$ cat config.mk
export PLATFORM = sky130hd
export DESIGN_NAME = increment_term_generator
export DESIGN_NICKNAME = d
export VERILOG_FILES = /design/src/rtl/increment_term_pkg.sv /design/src/rtl/increment_term_generator_sat_accumulator.sv /design/src/rtl/increment_term_generator.sv
export SDC_FILE = /design/constraint.sdc
export NUM_CORES = 1
export LEC_CHECK = 0
export BUFFER_PORTS_ARGS = -buffer_cell sky130_fd_sc_hd__buf_2
export CAP_MARGIN = 0
export CELL_PAD_IN_SITES_DETAIL_PLACEMENT = 1
export CELL_PAD_IN_SITES_GLOBAL_PLACEMENT = 1
export CORE_MARGIN = 1.5
export CORE_UTILIZATION = 48
export CTS_BUF_LIST = sky130_fd_sc_hd__clkbuf_16
export DETAILED_ROUTE_END_ITERATION = 10
export GPL_ROUTABILITY_DRIVEN = 0
export HOLD_SLACK_MARGIN = 0.05
export PLACE_DENSITY_LB_ADDON = 0.1
export SETUP_SLACK_MARGIN = 0.02
export SLEW_MARGIN = 30
export SYNTH_ARGS = -nofsm -noshare
export SYNTH_HDL_FRONTEND = slang
export SYNTH_SLANG_ARGS = --single-unit
$ cat constraint.sdc
create_clock -name clk -period 8.5 [get_ports clk]
set_input_delay 0.85 -clock clk [delete_from_list [all_inputs] [get_ports clk]]
set_output_delay 0.85 -clock clk [all_outputs]
set_load 0.01 [all_outputs]
$ cat src/rtl/increment_term_pkg.sv
// Shared types and helpers for the increment term generator.
package increment_term_pkg;

  typedef enum logic [1:0] {
    ST_IDLE   = 2'd0,
    ST_LOAD   = 2'd1,
    ST_STREAM = 2'd2
  } state_t;

  // A_0 = 16.46875 with six fractional bits
  localparam int unsigned A0_DEFAULT = 1054;

  typedef struct packed {
    logic [63:0] val;
    logic        clamped;
  } sat_res_t;

  // Exact signed add, clamped symmetrically to +/-(2^(out_w-1) - 1).
  // Operands are far narrower than 64 bits, so the wide sum carries the guard bit.
  function automatic sat_res_t sat_add(input logic signed [63:0] a,
                                       input logic signed [63:0] b,
                                       input int unsigned out_w);
    logic signed [63:0] sum;
    logic signed [63:0] lim;
    sat_res_t r;
    sum       = a + b;
    lim       = (64'sd1 <<< (out_w - 32'd1)) - 64'sd1;
    r.val     = sum;
    r.clamped = 1'b0;
    if (sum > lim) begin
      r.val     = lim;
      r.clamped = 1'b1;
    end else if (sum < -lim) begin
      r.val     = -lim;
      r.clamped = 1'b1;
    end
    return r;
  endfunction

endpackage

$ cat src/rtl/increment_term_generator_sat_accumulator.sv
// One saturating term register: load A_0 + offset, or step by 2*A_0, else hold.
module sat_accumulator
  import increment_term_pkg::*;
#(
  parameter int          OUT_W = 25,
  parameter int          ADD_W = 24,
  parameter int unsigned A0    = A0_DEFAULT
) (
  input  logic                    clk,
  input  logic                    load,
  input  logic                    inc,
  input  logic signed [ADD_W-1:0] load_add,
  output logic signed [OUT_W-1:0] value,
  output logic                    clamp
);

  localparam logic signed [63:0] A0_S = $signed(64'(A0));
  localparam logic signed [63:0] STEP = A0_S <<< 1;

  sat_res_t res;
  logic     unused_hi;

  // Select the operation for this cycle and flag any clamp it causes
  always_comb begin
    res = '0;
    if (load) begin
      res = sat_add(A0_S, 64'(load_add), unsigned'(OUT_W));
    end else if (inc) begin
      res = sat_add(64'(value), STEP, unsigned'(OUT_W));
    end
    clamp = (load | inc) & res.clamped;
  end

  assign unused_hi = ^res.val[63:OUT_W];

  // Term register: data only, never reset (outputs are masked while idle)
  always_ff @(posedge clk) begin
    if (load | inc) begin
      value <= res.val[OUT_W-1:0];
    end
  end

endmodule

$ cat src/rtl/increment_term_generator.sv
// Streams A_0(2n+1) -/+ C_0 term pairs for n = 0..N-1 with valid/ready,
// abort and saturating arithmetic.
module increment_term_generator
  import increment_term_pkg::*;
#(
  parameter int          DW_INTEGER   = 18,
  parameter int          DW_FRACTION  = 6,
  parameter int          DW_C0        = 23,
  parameter int          MAX_ELEMENTS = 64,
  parameter int unsigned A0           = A0_DEFAULT
) (
  input  logic                                      clk,
  input  logic                                      rst,
  input  logic                                      start,
  input  logic                                      abort,
  input  logic signed [DW_C0-1:0]                   c0,
  input  logic [$clog2(MAX_ELEMENTS):0]             n_elements,
  output logic                                      busy,
  output logic                                      out_valid,
  input  logic                                      out_ready,
  output logic signed [DW_INTEGER+DW_FRACTION:0]    term_pos,
  output logic signed [DW_INTEGER+DW_FRACTION:0]    term_neg,
  output logic [$clog2(MAX_ELEMENTS)-1:0]           element_idx,
  output logic                                      last,
  output logic                                      done,
  output logic                                      sat
);

  localparam int OUT_W = DW_INTEGER + DW_FRACTION + 1;
  localparam int IW    = $clog2(MAX_ELEMENTS);
  localparam int NW    = IW + 1;
  localparam logic [NW-1:0] MAX_N = NW'(MAX_ELEMENTS);

  state_t                   state_p0, state_nx;
  logic [IW-1:0]            idx_p0;
  logic [NW-1:0]            n_p0;
  logic signed [DW_C0-1:0]  c0_p0;
  logic                     done_p0;
  logic                     sat_p0;

  logic [NW-1:0]            n_eff;
  logic                     accept;
  logic                     in_stream;
  logic                     hs;
  logic                     at_last;
  logic                     load_en;
  logic                     inc_en;
  logic signed [DW_C0:0]    c0_ext;
  logic signed [DW_C0:0]    c0_neg_ext;
  logic signed [OUT_W-1:0]  pos_p1, neg_p1;
  logic                     pos_clamp, neg_clamp;

  assign n_eff      = (n_elements > MAX_N) ? MAX_N : n_elements;
  assign accept     = (state_p0 == ST_IDLE) & start;
  assign in_stream  = (state_p0 == ST_STREAM);
  assign hs         = in_stream & out_ready & ~abort;
  assign at_last    = ({1'b0, idx_p0} == (n_p0 - NW'(1)));
  assign load_en    = (state_p0 == ST_LOAD) & ~abort;
  assign inc_en     = hs & ~at_last;
  assign c0_ext     = {c0_p0[DW_C0-1], c0_p0};
  assign c0_neg_ext = -c0_ext;

  // Next-state logic; abort wins over a same-cycle handshake
  always_comb begin
    state_nx = state_p0;
    case (state_p0)
      ST_IDLE:   if (start && (n_eff != '0)) state_nx = ST_LOAD;
      ST_LOAD:   state_nx = abort ? ST_IDLE : ST_STREAM;
      ST_STREAM: begin
        if (abort)              state_nx = ST_IDLE;
        else if (hs && at_last) state_nx = ST_IDLE;
      end
      default:   state_nx = ST_IDLE;
    endcase
  end

  // Control registers: state, element index, done pulse, sticky saturation
  always_ff @(posedge clk) begin
    if (rst) begin
      state_p0 <= ST_IDLE;
      idx_p0   <= '0;
      done_p0  <= 1'b0;
      sat_p0   <= 1'b0;
    end else begin
      state_p0 <= state_nx;
      done_p0  <= (accept && (n_eff == '0)) || (hs && at_last);
      if (load_en)     idx_p0 <= '0;
      else if (inc_en) idx_p0 <= idx_p0 + IW'(1);
      if (accept)                      sat_p0 <= 1'b0;
      else if (pos_clamp || neg_clamp) sat_p0 <= 1'b1;
    end
  end

  // Run parameters captured on an accepted start
  always_ff @(posedge clk) begin
    if (accept) begin
      c0_p0 <= c0;
      n_p0  <= n_eff;
    end
  end

  // ---- stage p1: saturating term accumulators ----
  sat_accumulator #(.OUT_W(OUT_W), .ADD_W(DW_C0 + 1), .A0(A0)) u_pos (
    .clk      (clk),
    .load     (load_en),
    .inc      (inc_en),
    .load_add (c0_neg_ext),
    .value    (pos_p1),
    .clamp    (pos_clamp)
  );

  sat_accumulator #(.OUT_W(OUT_W), .ADD_W(DW_C0 + 1), .A0(A0)) u_neg (
    .clk      (clk),
    .load     (load_en),
    .inc      (inc_en),
    .load_add (c0_ext),
    .value    (neg_p1),
    .clamp    (neg_clamp)
  );

  assign busy        = (state_p0 != ST_IDLE);
  assign out_valid   = in_stream;
  assign term_pos    = in_stream ? pos_p1 : '0;
  assign term_neg    = in_stream ? neg_p1 : '0;
  assign element_idx = in_stream ? idx_p0 : '0;
  assign last        = in_stream & at_last;
  assign done        = done_p0;
  assign sat         = sat_p0;

endmodule
==> summary.txt <==
Synth
  • Post-synthesis mux area share: 0.00169
  • Syn Inst Count: 601
  • Syn Nets: 646
  • Largest area contributor in the netlist: edfxtp_1
  • Largest family of logic cells by synthesized area: simple AND/OR/NAND/NOR gates
  • Ys async rst share: 0
  • Post-Synth Simple-Gate Area: 0.250
  • Largest cells by area after synthesis: edfxtp_1 41%, xnor2_1 6.4%, and2_1 6.0%, xor2_1 5.8%, dfxtp_1 3.4%
  • Synth Area in Compound Gates: 0.128
  • Area fraction of the dominant cell type after synthesis: 0.407
  • FF+latch count, synth: 90
  • Ys flop type: edfxtp_1
  • YS warnings: 0
  • Xor and xnor area share after synthesis: 0.122
  • Sequential share of the synthesized area: 0.440
  • Netlist cell types: 65
  • Synth Area in Adders: 0.0212
  • EDFF count, synth: 80
  • Syn_area_per_cell: 9.83 µm²
  • Post-Syn Area: 5910 µm²

Routing
  • Final wirelength: 16,300 µm
  • Wire per inst: 19.7 µm
  • Final ANT Viol Nets: 0
  • Iter 0 DRT Violations: 235
  • Via density per instance: 6.00
  • Via count: 4,952
  • DRT Pass-1 Iters: 6
  • DRC Markers: 0

Timing
  • Final Critical Period: 3.63 ns
  • Max Clk Rate: between 0.2 and 0.3 GHz
  • Period utilization: 0.427
  • Worst Tran Pin Value: 0.942 ns
  • WHS: 0.515 ns
  • RSZ-0062 raised after global routing: false
  • Final hold vios: 0
  • Final setup violating endpoints: 0
  • Pins Over Slew Limit: 0
  • Final clock skew: 0.00802 ns
  • Slew HR: 0.367
  • Setup tns final: 0 ns

Power and ir drop
  • Worst vdd ir: 0.0000855 V
  • Cell area power density: ~160 nW/µm²
  • P_leak: 2.63 nW

Critical path
  • Slowest stage cell, crit path: or3_1
  • Critical-path cell list: or4_4 > o31a_1 > nand2b_4 > or3b_1 > nand2b_1 > ha_1 > or3_1 > o32ai_1
  • Worst Path Arrival: 3.79 ns
  • WS Path Type: reg2reg
  • Required @ worst endpoint: between 8 and 9 ns
  • Endpoint class of the critical path: flop
  • Reg-to-reg slack, setup: 4.87 ns
  • CP max stage delay: just under 0.7 ns
  • Setup crit start kind: flop
  • Peak fanout along the critical path: 23

GRT
  • Initial antenna violation count: 0
  • First-pass GRT wire length: 26,300 µm
  • Pin count of the biggest net entering global routing: 61
  • Vias in the first global route: just under 5,000
  • Global-route usage over all layers: 0.260
  • Congestion Overflow GR: 0

Clock network
  • H-tree depth: 3
  • Buffer depth of the longest clock path: 2
  • Root Driver: clkbuf_16
  • # hold bufs at CTS: 0
  • Clk sinks: 90
  • Setup bufs post-CTS: 0
  • Post-cts sizing count: 0
  • Later-pin clock latency in the skew report: 0.35 ns
  • Clk slew on worst S/H paths: about 0.070 ns
  • Num CTS Buffers: 9
  • CTS tree: done

Cells and area
  • Layout Cells excl Fill: 826
  • Design Area, Final: ~6800 µm²
  • Number of inserted diodes: 0
  • Final core utilization: 0.565
  • Fillers: around 1,400
  • NumNets Final: around 700
  • Synth-to-layout area growth: 14.9%
  • Share of layout cells above drive strength 1: 0.202

Floorplan
  • Core region area: 12,000 µm²
  • Row count: 40
  • Chip width: 114 µm
  • Die Ht: ~110 µm
  • Initial Util: 0.492
  • IO Count: 96
  • DIE AREA: ~13,000 µm²

Placement
  • IO Port Bufs: between 90 and 100
  • Placed Cells incl. Taps: 809
  • Placement-stage cell area: 6450 µm²
  • Hpwl dp: 11,900 µm

Run
  • Max-cap violations: 0

Min path
  • Hold Crit Class: reg2reg

Outcome
  • Outcome: finished, final reports clean
==> sequential cells by signal, summed over array words and instances, names as in the netlist <==
name and flops:
c0_p0 23, done 1, idx_p0 6, n_p0 7, sat 1, state_p0 2
u_neg.value 25, u_pos.value 25
==> cell usage in the layout (no fill, tap or decap), types with 4 or more instances in the layout <==
cell type,netlist,routed
nor2b_1,9,8
a21oi_1,15,15
nand2_1,39,38
o21ai_0,10,10
o221ai_1,17,17
xor2_1,39,39
nor4_1,11,11
or2_2,4,4
and2_1,57,57
clkbuf_16,0,9
edfxtp_1,80,80
or4_1,7,7
nand2b_1,9,9
nor2_1,40,39
and3_1,6,6
nor3_1,14,14
nand3_1,18,18
buf_2,7,95
o211ai_1,5,5
nand4_1,17,17
o22ai_1,24,24
and4_1,4,4
xnor2_1,43,43
ha_1,10,10
o31ai_1,4,4
inv_1,16,16
dfxtp_1,10,10
or3_1,4,4
==> where the power goes <==
group | internal (mW) | leakage, nW | switching, mW | total [mW]
Combinational | 0.0450 | 1.64 | 0.0637 | 0.109
Clock | 0.254 | 0.148 | 0.168 | 0.422
Sequential | 0.503 | 0.842 | 0.0280 | 0.531
==> cells in the mapped netlist, types with 4 or more instances <==
| library cell | count |
|---|---|
| and3_1 | 6 |
| edfxtp_1 | 80 |
| and4_1 | 4 |
| nor4_1 | 11 |
| o22ai_1 | 24 |
| nand3_1 | 18 |
| o221ai_1 | 17 |
| or3_1 | 4 |
| o31ai_1 | 4 |
| clkbuf_1 | 26 |
| nor2_1 | 40 |
| buf_2 | 7 |
| xnor2_1 | 43 |
| o21ai_0 | 10 |
| o211ai_1 | 5 |
| nor2b_1 | 9 |
| or4_1 | 7 |
| and2_1 | 57 |
| dfxtp_1 | 10 |
| nand2b_1 | 9 |
| nor3_1 | 14 |
| nand4_1 | 17 |
| nand2_1 | 39 |
| a21oi_1 | 15 |
| or2_2 | 4 |
| inv_1 | 16 |
| ha_1 | 10 |
| xor2_1 | 39 |
==> kinds of logic (layout without fill, tap and decap cells) <==
family,Yosys count,in the layout
flip-flops,90,90
multiplexers,1,1
AO/OA/AOI/OAI,105,105
AND/OR/NAND/NOR,261,261
XOR/XNOR,82,82
buffers and inverters,52,130
adder cells (fa/ha/maj),10,10
==> stage by stage <==
step	power, mW	worst slack (ns)
after floorplan	0.604	5.07
after global placement	0.640	4.99
after detailed placement	0.646	4.88
after CTS	1.06	4.87
after global routing	1.09	4.67
final	1.06	4.87
==> layer usage <==
| layer | GRT usage | routed length (µm) | part of all wire | vias up |
|---|---|---|---|---|
| met4 | 0.0875 | 229 | 0.014 | 0 |
| li1 | - | - | - | 2357 |
| met2 | 0.427 | 7860 | 0.48 | 138 |
| met1 | 0.358 | 7450 | 0.46 | 2436 |
| met3 | 0.0319 | 763 | 0.047 | 21 |
| met5 | 0 | 0 | 0 | - |
==> final timing paths <==
check | startpoint | end | depth (start not counted)
worst min register to register | idx_p0[5] | idx_p0[5] | 2
worst max register to register | c0_p0[7] | u_pos.value[23] | 8
worst min-delay path | idx_p0[5] | idx_p0[5] | 2
worst max-delay path | c0_p0[7] | u_pos.value[23] | 8
==> area by class of cell <==
cell class                      instances  area (µm²)  area share
Multi-Input combinational cell        459        3110       0.459
Tap cell                              147         184      0.0271
Sequential cell                        90        2600       0.383
Timing Repair Buffer                   98         518      0.0763
Clock inverter                          7        83.8      0.0124
Inverter                               16        60.1     0.00885
Clock buffer                            9         225      0.0332
==> worst max-delay path: cells and delay by family, from the launching register on <==
| kind | cells | cell delay (ns) |
|---|---|---|
| AO/OA/AOI/OAI | 2 | 0.66 |
| flip-flops | 1 | 0.52 |
| adder cells (fa/ha/maj) | 1 | 0.27 |
| AND/OR/NAND/NOR | 5 | 1.98 |
Note: power is estimated with default switching activity, not from simulation.
